### config.mk
export PLATFORM = sky130hd
export DESIGN_NAME = riscv_main_controller
export DESIGN_NICKNAME = d
export VERILOG_FILES = /design/src/rtl/riscv_main_controller.sv
export SDC_FILE = /design/constraint.sdc
export NUM_CORES = 1
export LEC_CHECK = 0
export BUFFER_PORTS_ARGS = -buffer_cell sky130_fd_sc_hd__buf_4
export CORE_UTILIZATION = 35
export CTS_BUF_LIST = sky130_fd_sc_hd__clkbuf_8
export CTS_CLUSTER_SIZE = 8
export DETAILED_ROUTE_END_ITERATION = 7
export HOLD_SLACK_MARGIN = 0.02
export PLACE_DENSITY = 0.73
export SYNTH_ARGS = -nofsm -noshare
export SYNTH_HDL_FRONTEND = slang
export SYNTH_SLANG_ARGS = --single-unit
### constraint.sdc
create_clock -name clk -period 1.75 [get_ports clk]
set_input_delay 0.175 -clock clk [delete_from_list [all_inputs] [get_ports clk]]
set_output_delay 0.175 -clock clk [all_outputs]
set_load 0.02 [all_outputs]
### src/rtl/riscv_main_controller.sv
// Main control decoder for the RV32I pipeline: decodes the ID-stage opcode and
// registers the resulting control bundle into the ID/EX control register.
module riscv_main_controller (
    input  logic       clk,
    input  logic       reset,
    input  logic [6:0] Opcode,
    input  logic       valid_in,
    input  logic       stall,
    input  logic       flush,
    output logic       ALUSrc,
    output logic       MemtoReg,
    output logic       RegWrite,
    output logic       MemRead,
    output logic       MemWrite,
    output logic       Branch,
    output logic [1:0] ALUOp,
    output logic       Jump,
    output logic       Jalr,
    output logic [1:0] ALUSrcA,
    output logic       Illegal,
    output logic       valid_out
);

    localparam logic [6:0] OpRType = 7'b0110011;
    localparam logic [6:0] OpIAlu  = 7'b0010011;
    localparam logic [6:0] OpLoad  = 7'b0000011;
    localparam logic [6:0] OpStore = 7'b0100011;
    localparam logic [6:0] OpBranch = 7'b1100011;
    localparam logic [6:0] OpJal   = 7'b1101111;
    localparam logic [6:0] OpJalr  = 7'b1100111;
    localparam logic [6:0] OpLui   = 7'b0110111;
    localparam logic [6:0] OpAuipc = 7'b0010111;

    localparam logic [1:0] AluOpAdd    = 2'b00;
    localparam logic [1:0] AluOpBranch = 2'b01;
    localparam logic [1:0] AluOpRType  = 2'b10;
    localparam logic [1:0] AluOpIType  = 2'b11;

    localparam logic [1:0] SrcARs1  = 2'b00;
    localparam logic [1:0] SrcAPc   = 2'b01;
    localparam logic [1:0] SrcAZero = 2'b10;

    typedef struct packed {
        logic       alu_src;
        logic       mem_to_reg;
        logic       reg_write;
        logic       mem_read;
        logic       mem_write;
        logic       branch;
        logic [1:0] alu_op;
        logic       jump;
        logic       jalr;
        logic [1:0] alu_src_a;
        logic       illegal;
        logic       valid;
    } ctrl_t;

    ctrl_t dec;
    ctrl_t ctrl_d;
    ctrl_t ctrl_q;

    // An all-zero bundle is a bubble; unknown opcodes (including X/Z) fall to default.
    always_comb begin
        dec = '0;
        if (valid_in) begin
            dec.valid = 1'b1;
            case (Opcode)
                OpRType: begin
                    dec.reg_write = 1'b1;
                    dec.alu_op    = AluOpRType;
                end
                OpIAlu: begin
                    dec.alu_src   = 1'b1;
                    dec.reg_write = 1'b1;
                    dec.alu_op    = AluOpIType;
                end
                OpLoad: begin
                    dec.alu_src    = 1'b1;
                    dec.mem_to_reg = 1'b1;
                    dec.reg_write  = 1'b1;
                    dec.mem_read   = 1'b1;
                    dec.alu_op     = AluOpAdd;
                end
                OpStore: begin
                    dec.alu_src   = 1'b1;
                    dec.mem_write = 1'b1;
                    dec.alu_op    = AluOpAdd;
                end
                OpBranch: begin
                    dec.branch = 1'b1;
                    dec.alu_op = AluOpBranch;
                end
                OpJal: begin
                    dec.alu_src   = 1'b1;
                    dec.reg_write = 1'b1;
                    dec.jump      = 1'b1;
                    dec.alu_src_a = SrcAPc;
                end
                OpJalr: begin
                    dec.alu_src   = 1'b1;
                    dec.reg_write = 1'b1;
                    dec.jump      = 1'b1;
                    dec.jalr      = 1'b1;
                    dec.alu_src_a = SrcARs1;
                end
                OpLui: begin
                    dec.alu_src   = 1'b1;
                    dec.reg_write = 1'b1;
                    dec.alu_src_a = SrcAZero;
                end
                OpAuipc: begin
                    dec.alu_src   = 1'b1;
                    dec.reg_write = 1'b1;
                    dec.alu_src_a = SrcAPc;
                end
                default: begin
                    dec.illegal = 1'b1;
                end
            endcase
        end
    end

    // Flush wins over stall so a squashed instruction never survives a held stage.
    always_comb begin
        ctrl_d = ctrl_q;
        if (flush) begin
            ctrl_d = '0;
        end else if (!stall) begin
            ctrl_d = dec;
        end
    end

    always_ff @(posedge clk or posedge reset) begin
        if (reset) begin
            ctrl_q <= '0;
        end else begin
            ctrl_q <= ctrl_d;
        end
    end

    always_comb begin
        ALUSrc    = ctrl_q.alu_src;
        MemtoReg  = ctrl_q.mem_to_reg;
        RegWrite  = ctrl_q.reg_write;
        MemRead   = ctrl_q.mem_read;
        MemWrite  = ctrl_q.mem_write;
        Branch    = ctrl_q.branch;
        ALUOp     = ctrl_q.alu_op;
        Jump      = ctrl_q.jump;
        Jalr      = ctrl_q.jalr;
        ALUSrcA   = ctrl_q.alu_src_a;
        Illegal   = ctrl_q.illegal;
        valid_out = ctrl_q.valid;
    end

    a_mem_exclusive: assert property (@(posedge clk) disable iff (reset)
        !(MemRead && MemWrite));
    a_jalr_jump: assert property (@(posedge clk) disable iff (reset)
        Jalr |-> Jump);
    a_illegal_clean: assert property (@(posedge clk) disable iff (reset)
        Illegal |-> !(ALUSrc || MemtoReg || RegWrite || MemRead || MemWrite || Branch ||
                      Jump || Jalr || (ALUOp != 2'b00) || (ALUSrcA != 2'b00)));

endmodule

# == After elaboration in Yosys (flattened, before gate mapping) ==
# Cells that the tools add are included.
# classes
n_eq_ne,10
mux,13
n_reduce_logical,5
# op_table
cell,n
14-bit 2-to-1 mux,3
7-bit by 6-bit equality test with 1-bit output (second input constant),3
7-bit equality test (second input constant),3
7-bit by 5-bit equality test with 1-bit output (second input constant),2
7-bit OR reduction,2
9-bit OR reduction,1
1-bit 2-to-1 mux,8
7-bit by 2-bit equality test with 1-bit output (second input constant),1
2-bit case mux with 3 select lines,1
2-bit case mux with 2 select lines,1
2-bit OR reduction,2
2-bit by 1-bit inequality test with 1-bit output (second input constant),1
# totals
ff_bits,14
inputBits,12
output_inout_bits,14
wordCells,40

# == Logic depth before layout (Yosys ltp) ==
# Gate-level depths: netlist of the first run.
# depth
word_depth,6
mapped_depth,4
ltp_nobuf,4

# == Worst setup path after synthesis of the first run ==
# Ideal clock, no wire load.
# synth_timing
path_type,input port to flip-flop
start,input port Opcode[0]
end,register ctrl_q (netlist bit ALUSrc)
setup_ps,124
arrival_time_ps,949
t_required_ps,1626
path_slack_ps,677
path_stages,4
path_buffers,0
path_cell_list,and4b_1 -> and3b_4 -> a21boi_1 -> a211o_1
# synth_between
elab_chain_cells,6
word_cells_on_any_way,12
classes_between,eq/ne: 7; mux: 4; reduce/logical: 1
# synth_rtl
element,line,rtl
"start, declared",6,"input logic [6:0] Opcode,"
"7-bit equality test, or another cell as far along",67,case (Opcode)
7-bit OR reduction (no source line) *,--,
1-bit 2-to-1 mux *,67,
14-bit 2-to-1 mux *,65,if (valid_in) begin
14-bit 2-to-1 mux *,128,end else if (!stall) begin
14-bit 2-to-1 mux *,126,if (flush) begin
"end signal, assigned",137,ctrl_q <= ctrl_d;
"end, declared",60,ctrl_t ctrl_q;
# Mark *: on every way between the ends. The rest lies on a longest branch, timed or not. The select of a mux whose other input is x is not followed.
# A chain may end at the register's enable or synchronous reset.

# == Worst setup path in the final report of the first run ==
# Same ends and word-level chain as after synthesis.

==> summary.md, run 1 <==
| Metric | Value |
|---|---|
| Status | `finished clean` |
| Final Max Slew Viols | `0` |
| Max Cap Viol | `0` |
| Post-CTS Setup Bufs | `0` |
| CP arrival | `around 1200 ps` |
| Clk_lat worst skew | `240 ps` |
| Peak VDD IR | `0.4620 mV` |
| Setup violators final | `0` |
| Reg-to-Reg End | `ALUSrc$_DFFE_PP0P_` |
| Hold slack | `130.2 ps` |
| Die area | `0.001979 sq mm` |
| Setup TNS Final | `0 ps` |
| Post-Syn Nets | `79` |
| Area Growth Syn to Fin | `41.58%` |
| Critical Path RT | `about 1900 ps` |
| Skew final | `0 ps` |
| Hold Crit Endpoint | `valid_out$_DFFE_PP0P_` |
| Total wire length | `roughly 1500 um` |
| R2R Path Start | `ALUSrc$_DFFE_PP0P_` |
| Clock Path Buffers | `2` |
| R2R depth | `1` |
| Die Y | `44.49 um` |
| Slew headroom | `0.6702` |
| DR WL/cell | `12.61 um` |
| Detail Route Antenna Nets | `0` |
| LEAKAGE | `0.4517 nW` |
| TritonCTS buffer count | `3` |
| Fillers | `146` |
| DR vias | `598` |
| Worst R2R Setup Slack | `1000 ps` |
| Initial Utilization | `0.3964` |
| Synthesized cell area | `631.9 sq um` |
| GR Overflow Total | `0` |
| DRT iter0 DRCs | `14` |
| Final Hold Viols | `0` |
| First-pass GRT wire length | `2477 um` |
| CTS tree | `built` |
| Post-route minimum period | `1032 ps` |
| Io pins | `26` |
| Beginning of the worst hold path | `flush` |
| Syn avg cell area | `9.431 sq um` |
| Worst hold stages | `2` |
| Layout cells sized above 1 | `0.3368` |
| Placer congestion estimate | `between 0.7 and 0.8` |
| Worst Path Class, Setup | `in2reg` |
| Area post-placement | `838.3 sq um` |
| Gr usage total | `0.1787` |
| Final instance area | `between 800 and 900 sq um` |
| Worst Setup Start Kind | `primary input` |
| Total core area | `0.001594 sq mm` |
| Final HPWL DP | `1081 um` |
| Post-Syn Instances | `67` |
| CTS Root Cell | `clkbuf_8` |
| H-tree depth | `1` |
| Largest net degree at the start of global routing | `14` |
| FP Rows | `14` |
| Register area share after synthesis | `0.5149` |
| Number of global-route vias before repair | `approximately 570` |
| F_max | `0.9688 GHz` |
| Mean number of vias per cell | `5.025` |
| DRC Markers | `0` |
| Min-delay worst type | `in2reg` |
| Layout net count | `108` |
| Die W | `44.49 um` |
| Cell variety after synth | `26` |
| Pwr dens | `733.0 mW/mm^2` |
| # diodes | `0` |
| Fin crit share | `0.5898` |
| RSZ-0062 raised after global routing | `false` |
| Clk pin slew, worst setup/hold paths | `about 50 ps` |
| Flops & latches, synth | `13` |
| Antenna violations before repair | `0` |
| CTS-repair resized insts | `0` |
| Least-Margin Pin Slew | `494.1 ps` |
| First drt pass iteration count | `6` |
| I/O Buffers | `25` |
| CTS sink count | `13` |
| Synthesis warning total | `0` |
| CP Capture Type | `flop` |
| Max FO, Critical Path | `4` |
## synthesized netlist by cell type
cell type / n / area [sq um]
mux2i_1: 1 / 10.01
or2_1: 1 / 6.260
nand4_1: 1 / 6.260
and4b_1: 1 / 10.01
o31ai_1: 3 / 22.52
a22o_1: 1 / 8.760
dfrtp_1: 13 / 325.3
a211o_1: 1 / 8.760
buf_4: 1 / 7.510
o21bai_1: 1 / 7.510
o2bb2ai_1: 1 / 8.760
inv_1: 2 / 7.510
nand3_1: 1 / 5.000
a22oi_1: 1 / 7.510
nor2b_2: 1 / 8.760
nand2_1: 16 / 60.06
o21ai_1: 4 / 20.02
clkbuf_1: 1 / 3.750
a21oi_1: 6 / 30.03
nand2b_1: 1 / 6.260
nand2b_2: 1 / 8.760
a221o_1: 1 / 10.01
and3b_4: 1 / 12.51
nor2_1: 4 / 15.01
or2b_1: 1 / 7.510
a21boi_1: 1 / 7.510
## final cells by class
class,instances,area (sq um),share of cell area
timing repair buffer,26,197.7,0.2210
sequential,13,325.3,0.3636
clock inverter,1,5.005,0.005594
tap,24,30.03,0.03357
inverter,2,7.507,0.008392
multi-input combinational,50,287.8,0.3217
clock buffer,3,41.29,0.04615
## sequential cells by signal, summed over array words and instances (netlist names)
name,flops
ALUSrcA,2
Branch,1
ALUSrc,1
RegWrite,1
ALUOp,2
Jump,1
MemtoReg,1
Jalr,1
valid_out,1
Illegal,1
MemWrite,1
## cell families (layout without fill, tap and decap cells)
kind of cell    count (synthesis)  count (layout)  synth area share
simple gates                   29              29            0.2317
compound gates                 20              20            0.2079
flops                          13              13            0.5148
buf+inv                         4              32           0.02971
mux                             1               1           0.01584
## layout by cell type (no fill, tap or decap)
cell / n
a22oi_1: 1
clkinv_2: 1
a21oi_1: 6
or2_1: 1
a211o_1: 1
and3b_4: 1
clkbuf_8: 3
a221o_1: 1
nand3_1: 1
nand2_1: 16
o2bb2ai_1: 1
nand4_1: 1
o31ai_1: 3
or2b_1: 1
dfrtp_1: 13
o21ai_1: 4
mux2i_1: 1
nor2b_2: 1
nand2b_2: 1
o21bai_1: 1
buf_4: 25
dlygate4sd3_1: 1
a21boi_1: 1
and4b_1: 1
a22o_1: 1
nand2b_1: 1
nor2_1: 4
inv_1: 2
## worst max path at each step
stage              start                  to  slack, ps  cells past startpoint
6_report       Opcode[0]  ALUSrc$_DFFE_PP0P_        720                      5
5_1_grt            stall  ALUSrc$_DFFE_PP0P_        660                      5
4_1_cts        Opcode[0]  ALUSrc$_DFFE_PP0P_        720                      5
3_5_place_dp   Opcode[0]  ALUSrc$_DFFE_PP0P_        510                      5
3_3_place_gp   Opcode[0]  ALUSrc$_DFFE_PP0P_        530                      5
2_1_floorplan  Opcode[0]  ALUSrc$_DFFE_PP0P_        680                      4
## metrics by stage
stage	power [W]	utilization	setup slack (ps)	std cells
CTS	0.0006565	0.5612	724.0	119
finish	0.0006557	0.5612	717.8	119
global route	0.0006842	0.5612	662.6	119
global placement	0.0003891	0.5259	532.8	114
floorplan	0.0003474	-	677.5	67
detailed placement	0.0003891	0.5259	506.6	114
## report_power, final
| part | internal, W | switching, W | leakage (nW) | total (W) |
|---|---|---|---|---|
| Clock | 0.000157 | 0.000112 | 0.0255 | 0.000269 |
| Combinational | 0.0000354 | 0.0000446 | 0.246 | 0.0000799 |
| Sequential | 0.000304 | 0.00000195 | 0.180 | 0.000306 |
| Total | 0.000497 | 0.000159 | 0.452 | 0.000656 |
## worst max-delay path, stage by stage
cell	delay, ps
buf_4	110
and4b_1	230
and3b_4	220
a21boi_1	140
a211o_1	280
## metal layers
metal / share of wire / wire [um] / global-route usage
met4: 0.011 / 17 / 0.09091
met3: 0.064 / 96 / 0.05714
met1: 0.43 / 645 / 0.2205
met2: 0.49 / 740 / 0.2794
met5: 0 / 0 / 0
## repair_timing
| item | in CTS | in global routing |
|---|---|---|
| hold buffers | 1 | 0 |
| hold endpoints to repair | 13 | 0 |
| setup endpoints to repair | 0 | 0 |
No activity file was read; power rests on OpenSTA's default activity.
==> run 2: changes to the inputs <==
==> constraint.sdc (replaced) <==
create_clock -name clk -period 1 [get_ports clk]
set_input_delay 0.1 -clock clk [delete_from_list [all_inputs] [get_ports clk]]
set_output_delay 0.1 -clock clk [all_outputs]
set_load 0.02 [all_outputs]
==> run 2 against run 1 <==
Compared with the run above:
- clock power up 70%
- total power is 75% higher
- critical endpoint is now ALUOp[0]
- sequential cell count stayed put
- register-to-register slack worse by 750 ps
- worst hold slack got worse by 75 ps
- sequential share of layout area is 2.0 points lower
- cell count grew 5.9%
- wire length decreased by 1.7%
- global-route usage is 0.92 points lower
==> summary.md, run 2 (synthesis results as in run 1) <==
| Metric | Value |
|---|---|
| CP Cell Sequence | `buf_4` |
| Hold slack | `55.13 ps` |
| I/O Buffers | `25` |
| CTS tree | `built` |
| CP max stage delay | `390 ps` |
| Mean number of vias per cell | `4.841` |
| Pwr dens | `~1200 mW/mm^2` |
| Final Non-Filler Cells | `around 130` |
| Switch share | `0.2348` |
| CP arrival | `800 ps` |
| P_int | `slightly below 0.0009 W` |
| Clk_lat worst skew | `240 ps` |
| Wl on met1 | `677 um` |
| CTS sink count | `13` |
| Least-Margin Pin Slew | `494.2 ps` |
| Fin crit share | `0.9001` |
| Most frequent cells in the layout | `buf_4 (32), nand2_1 (16), dfrtp_1 (13)` |
| Layout net count | `approximately 120` |
| Clock Path Buffers | `2` |
| Fillers | `143` |
| Max FO, Critical Path | `2` |
| Detail Route Antenna Nets | `0` |
| Worst hold stages | `2` |
| LEAKAGE | `0.4865 nW` |
| Largest net degree at the start of global routing | `14` |
| Reg power frac | `0.467` |
| First-pass GRT wire length | `between 2000 and 2500 um` |
| Status | `finished clean` |
| Peak VDD IR | `0.8282 mV` |
| Placer congestion estimate | `about 0.81` |
| FP Rows | `14` |
| CP Capture Type | `output port` |
| DR top layer | `met4` |
| Combinational fraction of design power | `0.135` |
| F_max | `1.111 GHz` |
| # diodes | `0` |
| Clk pwr share | `0.398` |
| CTS Root Cell | `clkbuf_8` |
| Skew final | `0 ps` |
| Clk pin slew, worst setup/hold paths | `approximately 60 ps` |
| Final core utilization | `0.5934` |
| Placed Cells | `121` |
| Final Max Slew Viols | `0` |
| Layout cells sized above 1 | `0.3725` |
| Critical Path RT | `around 900 ps` |
| TritonCTS buffer count | `3` |
| Total core area | `0.001594 sq mm` |
| Die Y | `44.49 um` |
| Buf/Inv on CP | `1` |
| Die area | `just under 0.002 sq mm` |
| Met2 wire len | `726 um` |
| Final HPWL DP | `1154 um` |
| WL met3 | `55 um` |
| Post-route minimum period | `900.1 ps` |
| Commonest non-fill, non-tap cell in the layout | `buf_4` |
| Setup violators final | `0` |
| Area Growth Syn to Fin | `49.70%` |
| Net Sw Power | `0.0002697 W` |
| R2R depth | `1` |
| DRT iter0 DRCs | `9` |
| Min-delay worst type | `in2reg` |
| DR WL/cell | `between 10 and 15 um` |
| Initial Utilization | `0.3964` |
| Worst Path Class, Setup | `reg2out` |
| CP max-delay cell | `dfrtp_1` |
| Worst Setup Start Kind | `flop` |
| Cell family with most CP delay | `flip-flops` |
| H-tree depth | `1` |
| Die W | `44.49 um` |
| Post-CTS Setup Bufs | `0` |
| Total wire length | `between 1000 and 1500 um` |
| Reg area | `~330 sq um` |
| Max Cap Viol | `0` |
| RSZ-0062 raised after global routing | `false` |
| DR vias | `610` |
| Final Hold Viols | `0` |
| Number of global-route vias before repair | `571` |
| First drt pass iteration count | `4` |
| Stages on the worst setup path | `1` |
| Antenna violations before repair | `0` |
| DRC Markers | `0` |
| Multi-input gate area | `287.8 sq um` |
| Slew headroom | `0.6702` |
| Gr usage total | `0.1695` |
| GR Overflow Total | `0` |
| Io pins | `26` |
[run 2: path summary, 6_finish.rpt]
| kind | startpoint | endpoint | slack [ps] |
|---|---|---|---|
| worst max-delay path | ALUOp[0]$_DFFE_PP0P_ | ALUOp[0] | 100 |
| worst min-delay path | flush | valid_out$_DFFE_PP0P_ | 60 |
| worst max register to register | ALUSrc$_DFFE_PP0P_ | ALUSrc$_DFFE_PP0P_ | 250 |
| worst min register to register | ALUSrcA[1]$_DFFE_PP0P_ | ALUSrcA[1]$_DFFE_PP0P_ | 470 |
| max in group asynchronous | reset | ALUSrcA[0]$_DFFE_PP0P_ | 230 |
| min in group asynchronous | reset | MemtoReg$_DFFE_PP0P_ | 440 |
[run 2: repair_timing]
action,CTS,global route
hold buffers,1,0
hold endpoints to repair,13,0
resized for setup,0,0
setup endpoints to repair,0,0
[run 2: layer usage]
layer	GRT usage	vias up
met5	0	-
met4	0.09091	0
met3	0.03673	2
met2	0.2676	15
met1	0.2159	285
li1	-	308
[run 2: area by class of cell]
class | count | area share
Clock inverter | 1 | 0.003968
Clock buffer | 3 | 0.04365
Tap cell | 24 | 0.03175
Sequential cell | 13 | 0.3439
Multi-Input combinational cell | 50 | 0.3042
Timing Repair Buffer | 33 | 0.2646
Inverter | 2 | 0.007937
[run 2: per-stage QoR]
step           setup TNS [ps]  worst slack, ps  cell area, sq um  total power (W)
6_report                    0            99.89             945.9         0.001148
4_1_cts                     0            94.70             945.9         0.001161
2_1_floorplan               0            2.459             631.9        0.0006079
5_1_grt                     0            74.39             945.9         0.001198
3_5_place_dp           -283.7           -146.6             890.9        0.0006975
3_3_place_gp           -144.2           -109.8             890.9        0.0006962
[run 2: power groups by stage]
stage / logic [W] / registers [W] / clock network, W
after floorplan: 0.0000544 / 0.000553 / 0
after global placement: 0.000151 / 0.000545 / 0
after detailed placement: 0.000152 / 0.000545 / 0
after CTS: 0.000156 / 0.000536 / 0.000468
after global routing: 0.000171 / 0.000537 / 0.000491
final: 0.000155 / 0.000536 / 0.000457
==> run 3: changes to the inputs <==
--- a/config.mk
+++ b/config.mk
@@ -7,10 +7,10 @@
 export LEC_CHECK = 0
 export BUFFER_PORTS_ARGS = -buffer_cell sky130_fd_sc_hd__buf_4
 export CORE_UTILIZATION = 35
-export CTS_BUF_LIST = sky130_fd_sc_hd__clkbuf_8
+export CTS_BUF_LIST = sky130_fd_sc_hd__clkbuf_4 sky130_fd_sc_hd__clkbuf_8 sky130_fd_sc_hd__clkbuf_16
 export CTS_CLUSTER_SIZE = 8
 export DETAILED_ROUTE_END_ITERATION = 7
-export HOLD_SLACK_MARGIN = 0.02
+export HOLD_SLACK_MARGIN = 0.08
 export PLACE_DENSITY = 0.73
 export SYNTH_ARGS = -nofsm -noshare
 export SYNTH_HDL_FRONTEND = slang
==> run 3 against run 2 <==
Compared with the run above:
- via count rose by 0.82%
- combinational power is 5% higher
- wire length grew 2.3%
- sequential share of layout area is 0.18 points lower
- critical path depth unchanged
- sequential cell count is the same
- cell count rose by 1.6%
- highest routed layer unchanged
==> summary.md, run 3 (synthesis results as in run 1) <==
| Metric | Value |
|---|---|
| Reg power frac | `0.513` |
| Io pins | `26` |
| Layout net count | `117` |
| I/O Buffers | `25` |
| CP Capture Type | `output port` |
| Clock Path Buffers | `2` |
| Clk_lat worst skew | `approximately 270 ps` |
| Switch share | `0.2390` |
| GR Overflow Total | `0` |
| TritonCTS buffer count | `3` |
| Commonest non-fill, non-tap cell in the layout | `buf_4` |
| Mean number of vias per cell | `4.805` |
| Die area | `0.001979 sq mm` |
| Worst Path Class, Setup | `reg2out` |
| Slew headroom | `0.6733` |
| Setup TNS Final | `0 ps` |
| Final HPWL DP | `roughly 1200 um` |
| CP Cell Sequence | `buf_4` |
| Total wire length | `1508 um` |
| Buf/Inv on CP | `1` |
| F_max | `1.072 GHz` |
| Min-delay worst type | `in2reg` |
| # diodes | `0` |
| Number of global-route vias before repair | `585` |
| P_int | `0.0007927 W` |
| LEAKAGE | `between 0.4 and 0.5 nW` |
| Max Cap Viol | `0` |
| Most frequent cells in the layout | `buf_4 (32), nand2_1 (16), dfrtp_1 (13)` |
| Final setup margin | `66.95 ps` |
| Peak VDD IR | `0.7278 mV` |
| CTS sink count | `13` |
| Clk pwr share | `0.331` |
| Detail Route Antenna Nets | `0` |
| CTS tree | `built` |
| DR vias | `615` |
| DRT iter0 DRCs | `10` |
| First-pass GRT wire length | `2442 um` |
| Final Non-Filler Cells | `128` |
| Initial Utilization | `0.3964` |
| Fin crit share | `0.9330` |
| FP Rows | `14` |
| Least-Margin Pin Slew | `roughly 490 ps` |
| Cell family with most CP delay | `flip-flops` |
| Largest net degree at the start of global routing | `14` |
| Clk pin slew, worst setup/hold paths | `~80 ps` |
| Net Sw Power | `0.0002490 W` |
| CTS-repair resized insts | `0` |
| Die Y | `44.49 um` |
| Max FO, Critical Path | `2` |
| Pwr dens | `1095 mW/mm^2` |
| Layout cells sized above 1 | `0.3750` |
| Status | `finished clean` |
| CTS Root Cell | `clkbuf_4` |
| DRC Markers | `0` |
| Gr usage total | `0.1678` |
| RSZ-0062 raised after global routing | `false` |
| First drt pass iteration count | `4` |
| Die W | `44.49 um` |
| Placed Cells | `about 120` |
| Worst Setup Start Kind | `flop` |
| Skew final | `0 ps` |
| DR WL/cell | `between 10 and 15 um` |
| Combinational fraction of design power | `0.155` |
| Final Max Slew Viols | `0` |
| H-tree depth | `1` |
| Setup violators final | `0` |
| Placer congestion estimate | `0.8074` |
| Post-Place Worst Slack | `-146.6 ps` |
| Area Growth Syn to Fin | `50.50%` |
| CP arrival | `between 800 and 900 ps` |
| Critical Path RT | `900 ps` |
| Final Hold Viols | `0` |
| CP max stage delay | `400 ps` |
| CP max-delay cell | `dfrtp_1` |
| Antenna violations before repair | `0` |
| Post-route minimum period | `933.0 ps` |
| Total core area | `between 0.0015 and 0.002 sq mm` |
run 3: cell count changes in the layout (fill, tap and decap cells not counted), sizes merged:
| cell | delta |
|---|---|
| clkbuf | +1 |
| dlygate4sd3 | +2 |
| inv | -1 |
run 3: metal layers:
| layer | vias to the layer above | part of all wire | GRT usage |
|---|---|---|---|
| li1 | 310 | - | - |
| met1 | 285 | 0.47 | 0.2339 |
| met2 | 18 | 0.49 | 0.2676 |
| met3 | 2 | 0.039 | 0.02449 |
| met4 | 0 | 0.0040 | 0.05455 |
| met5 | - | 0 | 0 |
run 3: power groups by stage:
stage	Sequential [W]	Combinational, W	Clock, W
global route	0.000536	0.000177	0.000373
floorplan	0.000553	0.0000544	0
detailed placement	0.000545	0.000152	0
CTS	0.000535	0.000163	0.000355
finish	0.000535	0.000162	0.000345
global placement	0.000545	0.000151	0
run 3: per-stage QoR:
stage / instance area, sq um / power [W] / util / hold WS, ps
2_1_floorplan: 631.9 / 0.0006079 / - / -23.04
3_3_place_gp: 890.9 / 0.0006962 / 0.5589 / 150.5
3_5_place_dp: 890.9 / 0.0006975 / 0.5589 / 154.7
4_1_cts: 950.9 / 0.001052 / 0.5965 / 116.5
5_1_grt: 950.9 / 0.001087 / 0.5965 / 142.8
6_report: 950.9 / 0.001042 / 0.5965 / 119.2
run 3: area by class of cell:
class | instances | area (sq um)
fill | 139 | 643.1
inverter | 2 | 7.507
sequential | 13 | 325.3
clock buffer | 4 | 30.03
multi-input combinational | 50 | 287.8
timing repair buffer | 35 | 270.3
tap | 24 | 30.03
run 3: final timing paths:
check	depth (start not counted)	to	from	slack, ps
max	1	ALUOp[0]	ALUOp[0]$_DFFE_PP0P_	70
min	3	RegWrite$_DFFE_PP0P_	flush	120
max reg2reg	1	ALUSrc$_DFFE_PP0P_	ALUSrc$_DFFE_PP0P_	240
min reg2reg	2	ALUSrcA[1]$_DFFE_PP0P_	ALUSrcA[1]$_DFFE_PP0P_	480
max in group asynchronous	3	ALUSrcA[0]$_DFFE_PP0P_	reset	260
min in group asynchronous	3	MemtoReg$_DFFE_PP0P_	reset	400
run 3: timing repair:
item	CTS	global route
endpoints found under the setup margin	0	0
endpoints found under the hold margin	16	0
setup buffers	0	0
hold buffers	3	0
